## config.mk

```make
export PLATFORM = sky130hd
export DESIGN_NAME = systolic_nxn
export DESIGN_NICKNAME = d
export VERILOG_FILES = /design/src/rtl/systolic_pkg.sv /design/src/rtl/systolic_pe.sv /design/src/rtl/systolic_nxn.sv
export SDC_FILE = /design/constraint.sdc
export NUM_CORES = 1
export LEC_CHECK = 0
export ABC_AREA = 0
export ABC_CLOCK_PERIOD_IN_PS = 13100
export CAP_MARGIN = 15
export CORE_ASPECT_RATIO = 1.1
export CORE_MARGIN = 3
export CORE_UTILIZATION = 40
export DETAILED_ROUTE_END_ITERATION = 8
export GPL_ROUTABILITY_DRIVEN = 0
export PLACE_DENSITY_LB_ADDON = 0.2
export SLEW_MARGIN = 20
export SYNTH_ARGS = -nofsm -noshare
export SYNTH_HDL_FRONTEND = slang
export SYNTH_HIERARCHICAL = 1
export SYNTH_SLANG_ARGS = --single-unit
```

## constraint.sdc

```tcl
create_clock -name clk -period 13.1 [get_ports clk]
set_input_delay 1.965 -clock clk [delete_from_list [all_inputs] [get_ports clk]]
set_output_delay 1.965 -clock clk [all_outputs]
set_load 0.05 [all_outputs]
```

## src/rtl/systolic_pkg.sv

```systemverilog
// Shared types and default widths for the systolic matrix-multiply array.
package systolic_pkg;

  localparam int DW_DEF   = 8;
  localparam int ACCW_DEF = 24;
  localparam int OW_DEF   = 8;

  typedef enum logic [1:0] {
    IDLE  = 2'd0,
    LOAD  = 2'd1,
    FLUSH = 2'd2,
    DRAIN = 2'd3
  } state_e;

endpackage

```

## src/rtl/systolic_pe.sv

```systemverilog
// One processing element: multiply-accumulate plus 1-cycle forwarding of a (east) and b (south).
module systolic_pe
  import systolic_pkg::*;
#(
  parameter int DW   = DW_DEF,
  parameter int ACCW = ACCW_DEF
) (
  input  logic            clk,
  input  logic            rst,
  input  logic            clr_i,
  input  logic [DW-1:0]   a_i,
  input  logic [DW-1:0]   b_i,
  output logic [DW-1:0]   a_o,
  output logic [DW-1:0]   b_o,
  output logic [ACCW-1:0] acc_o
);

  logic [DW-1:0]   a_q, b_q;
  logic [ACCW-1:0] acc_q, acc_d;
  logic [2*DW-1:0] prod;

  // clr_i restarts the sum but still folds in this cycle's product (first beat at PE(0,0)).
  assign prod  = a_i * b_i;
  assign acc_d = (clr_i ? '0 : acc_q) + ACCW'(prod);

  always_ff @(posedge clk or negedge rst) begin
    if (!rst) begin
      a_q   <= '0;
      b_q   <= '0;
      acc_q <= '0;
    end else begin
      a_q   <= a_i;
      b_q   <= b_i;
      acc_q <= acc_d;
    end
  end

  assign a_o   = a_q;
  assign b_o   = b_q;
  assign acc_o = acc_q;

endmodule

```

## src/rtl/systolic_nxn.sv

```systemverilog
// N x N output-stationary systolic array computing C = A*B over K streamed beats.
// Build option: define SYSTOLIC_SAT_EN to saturate result elements instead of truncating.
module systolic_nxn
  import systolic_pkg::*;
#(
  parameter int N    = 4,
  parameter int DW   = DW_DEF,
  parameter int ACCW = ACCW_DEF,
  parameter int OW   = OW_DEF
) (
  input  logic                 clk,
  input  logic                 rst,
  input  logic                 in_valid,
  output logic                 in_ready,
  input  logic                 in_last,
  input  logic [N*DW-1:0]      a_col,
  input  logic [N*DW-1:0]      b_row,
  output logic                 out_valid,
  input  logic                 out_ready,
  output logic [N*OW-1:0]      out_row,
  output logic [$clog2(N)-1:0] out_idx,
  output logic                 busy
);

  localparam int IW = $clog2(N);
  localparam int CW = $clog2(3 * N);
  localparam logic [CW-1:0] FLUSH_LAST = CW'(3 * N - 3);
`ifdef SYSTOLIC_SAT_EN
  localparam logic [ACCW-1:0] OMAX = ACCW'((64'd1 << OW) - 64'd1);
`endif

  state_e        state_q;
  logic [CW-1:0] cnt_q;
  logic [IW-1:0] idx_q;
  logic          accept, clr;

  logic [DW-1:0]   a_in [N];
  logic [DW-1:0]   b_in [N];
  logic [DW-1:0]   a_edge [N];
  logic [DW-1:0]   b_edge [N];
  logic [DW-1:0]   a_w [N][N];
  logic [DW-1:0]   b_w [N][N];
  logic [ACCW-1:0] acc_w [N][N];

  function automatic logic [OW-1:0] fmt_out(input logic [ACCW-1:0] v);
`ifdef SYSTOLIC_SAT_EN
    return (v > OMAX) ? OW'(OMAX) : OW'(v);
`else
    return OW'(v);
`endif
  endfunction

  assign accept = in_valid && in_ready;
  assign clr    = accept && (state_q == IDLE);

  // Skew stage: row/column i delayed i cycles; idle cycles feed zeros.
  for (genvar i = 0; i < N; i++) begin : g_skew
    assign a_in[i] = accept ? a_col[i*DW +: DW] : '0;
    assign b_in[i] = accept ? b_row[i*DW +: DW] : '0;
    if (i == 0) begin : g_pass
      assign a_edge[i] = a_in[i];
      assign b_edge[i] = b_in[i];
    end else begin : g_dly
      logic [DW-1:0] as_q [i];
      logic [DW-1:0] bs_q [i];
      always_ff @(posedge clk or negedge rst) begin
        if (!rst) begin
          for (int k = 0; k < i; k++) begin
            as_q[k] <= '0;
            bs_q[k] <= '0;
          end
        end else begin
          as_q[0] <= a_in[i];
          bs_q[0] <= b_in[i];
          for (int k = 1; k < i; k++) begin
            as_q[k] <= as_q[k-1];
            bs_q[k] <= bs_q[k-1];
          end
        end
      end
      assign a_edge[i] = as_q[i-1];
      assign b_edge[i] = bs_q[i-1];
    end
  end

  for (genvar i = 0; i < N; i++) begin : g_row
    for (genvar j = 0; j < N; j++) begin : g_col
      logic [DW-1:0] a_src, b_src;
      if (j == 0) begin : g_a_edge
        assign a_src = a_edge[i];
      end else begin : g_a_int
        assign a_src = a_w[i][j-1];
      end
      if (i == 0) begin : g_b_edge
        assign b_src = b_edge[j];
      end else begin : g_b_int
        assign b_src = b_w[i-1][j];
      end
      systolic_pe #(.DW(DW), .ACCW(ACCW)) u_pe (
        .clk   (clk),
        .rst   (rst),
        .clr_i (clr),
        .a_i   (a_src),
        .b_i   (b_src),
        .a_o   (a_w[i][j]),
        .b_o   (b_w[i][j]),
        .acc_o (acc_w[i][j])
      );
    end
  end

  always_ff @(posedge clk or negedge rst) begin
    if (!rst) begin
      state_q <= IDLE;
      cnt_q   <= '0;
      idx_q   <= '0;
    end else begin
      case (state_q)
        IDLE: if (accept) begin
          state_q <= in_last ? FLUSH : LOAD;
          cnt_q   <= FLUSH_LAST;
        end
        LOAD: if (accept && in_last) begin
          state_q <= FLUSH;
          cnt_q   <= FLUSH_LAST;
        end
        FLUSH: if (cnt_q == '0) begin
          state_q <= DRAIN;
          idx_q   <= '0;
        end else begin
          cnt_q <= cnt_q - 1'b1;
        end
        DRAIN: if (out_ready) begin
          if (idx_q == IW'(N - 1)) begin
            state_q <= IDLE;
            idx_q   <= '0;
          end else begin
            idx_q <= idx_q + 1'b1;
          end
        end
        default: state_q <= IDLE;
      endcase
    end
  end

  // Accumulators are frozen in DRAIN (only zeros flow), so the row mux holds steady under stall.
  always_comb begin
    out_row = '0;
    if (state_q == DRAIN) begin
      for (int j = 0; j < N; j++) begin
        out_row[j*OW +: OW] = fmt_out(acc_w[idx_q][j]);
      end
    end
  end

  assign in_ready  = rst && ((state_q == IDLE) || (state_q == LOAD));
  assign out_valid = (state_q == DRAIN);
  assign busy      = (state_q != IDLE);
  assign out_idx   = idx_q;

endmodule

```

==> flow_summary.ini <==
[status]
status = finished clean

[cells_and_area]
nNetsFinal = 3744
final_cell_mix = 683 x inv_1, 422 x dfrtp_1, 400 x fa_1
syn_to_final_growth_pct = 12.0
register_area_um2 = 10600
nFillCells = 7333
final_common_cell = inv_1
drive_above_1_share = 0.0447
num_antenna_cells = 0
multiInputGateArea_um2 = 17800

[synthesis]
syn_area_um2 = 31400
syn_nets = 3675
ys_warn_count = 6
syn_inst = 2909
avgSynthCellArea_um2 = 10.8

[hold_path]
holdPathStages = 0
hold_path.class = flip-flop to flip-flop

[setup_path]
crit_buf_inv = 7
cp.depth = 17
worstPathArrival_ns = 6.99
startpoint_type = input port
worst_path_max_delay_cell = fa_1
rr_worst_depth = 18
critical_path.most_common_cell = inv_1
worstPathMaxFanout = 86
slowest_delay_ns = 0.60
critPathRequiredTime_ns = 13.60
endpoint_kind = flip-flop
critPathTopFamily = adder cells
worstSetupPathType = input port to flip-flop
crit_chain = buf_8, and3_2, buf_4, buf_4, inv_1, nand2_1, fa_1, inv_1, fa_1, ha_1, inv_1, fa_1, inv_1, ha_1, a21o_1, a211oi_1, a21oi_1

[drt]
ant_nets = 0
wl_per_cell_um = 17.2
first_iter_violations = 717
viasPerCell = 4.60
first_pass_iters = 5
num_vias = 18700
routed_wl_um = 69900
drc = 0

[place]
post-dp-hpwl_um = 55900
io_buffers = 105

[global_route]
grt_pass1_wl_um = 115000
grt_pass1_vias = 21400
antenna_found_initial = 0
grt_usage = 0.180
overflow = 0
grt_max_degree = 139

[floorplanning]
dieArea_um2 = 81800
die_y_um = 300
start_util = 0.404
core_um2 = 77600
chipWidth_um = 273
io_pins = 106
rows = 107

[cts]
cts-resized-gates = 0
htreeDepth = 2
cts_tree = built
cts_hold_buf = 0
post_cts_buffers = 0
cts.sinks = 424
cts_buffer_depth = 3
numCtsBuffers = 49
root_buffer = clkbuf_16
clock_latency_ns = 0.62
clk_pin_slew_worst_paths_ns = 0.06

[timing]
setup_viol = 0
clock.fmax_mhz = 154
slew_headroom = 0.279
hold_viol = 0
finalClockSkew_ns = 0.0324
worst-slew-pin-transition_ns = 1.08
rsz0062_at_grt = no
tns_ns = 0
period_share = 0.496
slew_violations = 0
period_minus_slack_ns = 6.50

[pwr]
p_leak_nw = 18.3
total_power_mw = 4.82
powerDensity_nw_per_um2 = 137
peakVddDrop_v = 0.000124

[run]
drv_cap = 0
[layer usage]
layer  global-route usage  part of all wire
met1                0.222              0.41
met2                0.329              0.53
met3               0.0253             0.030
met4               0.0507             0.028
met5                    0                 0
[power breakdown]
group          leakage, nW  total [mW]  internal, mW  switching (mW)
clock                0.847        1.45         0.859           0.587
sequential            5.76        1.91          1.56           0.344
combinational         11.7        1.47         0.629           0.836
total                 18.3        4.82          3.05            1.77
[area by class of cell]
class | count | area share
multi-input combinational | 1708 | 0.507
sequential | 424 | 0.302
inverter | 683 | 0.0729
clock buffer | 64 | 0.0396
tap | 1035 | 0.0368
timing repair buffer | 112 | 0.0319
clock inverter | 28 | 0.0102
[sequential cells by signal, indices dropped and copies added (netlist names)]
signal / count
g_row.g_col.u_pe/acc_o: 128
g_row.g_col.u_pe/a_o: 96
g_row.g_col.u_pe/b_o: 96
g_row.g_col.b_src: 24
g_row.g_col.a_src: 24
g_skew.g_dly.as_q: 24
g_skew.g_dly.bs_q: 24
cnt_q: 4
out_idx: 2
state_q: 2
[worst paths after layout]
check	startpoint	end	slack, ns
setup / recovery	rst	g_row[0].g_col[1].u_pe/acc_o[6]$_DFF_PN0_	6.60
hold / removal	g_skew[3].g_dly.as_q[12]$_DFF_PN0_	g_row[3].g_col[0].a_src[4]$_DFF_PN0_	0.34
setup reg to reg	state_q[0]$_DFFE_PN0P_	g_row[0].g_col[1].u_pe/acc_o[6]$_DFF_PN0_	7.77
hold reg to reg	g_skew[3].g_dly.as_q[12]$_DFF_PN0_	g_row[3].g_col[0].a_src[4]$_DFF_PN0_	0.34
max in group asynchronous	rst	g_row[0].g_col[0].u_pe/acc_o[1]$_DFF_PN0_	9.72
min in group asynchronous	rst	g_row[2].g_col[1].u_pe/b_o[2]$_DFF_PN0_	1.32
[per-stage QoR]
| stage | hold WS (ns) | setup slack, ns | util | cells | cell area (um^2) |
|---|---|---|---|---|---|
| after floorplan | 0.331 | 7.36 | - | 2909 | 31400 |
| after global placement | 0.334 | 5.95 | 0.430 | 3962 | 33400 |
| after detailed placement | 0.335 | 5.90 | 0.430 | 3962 | 33400 |
| after CTS | 0.348 | 6.52 | 0.453 | 4054 | 35100 |
| after global routing | 0.354 | 6.25 | 0.453 | 4054 | 35100 |
| final | 0.345 | 6.60 | 0.453 | 4054 | 35100 |
[worst register-to-register path: cells and delay by family, from the launching register on]
kind,cells,cell delay (ns)
AO/OA/AOI/OAI,3,0.52
adder cells (fa/ha/maj),6,2.33
buffers and inverters,7,1.63
flip-flops,1,0.42
AND/OR/NAND/NOR,2,0.35
(Power assumes the default switching activity.)
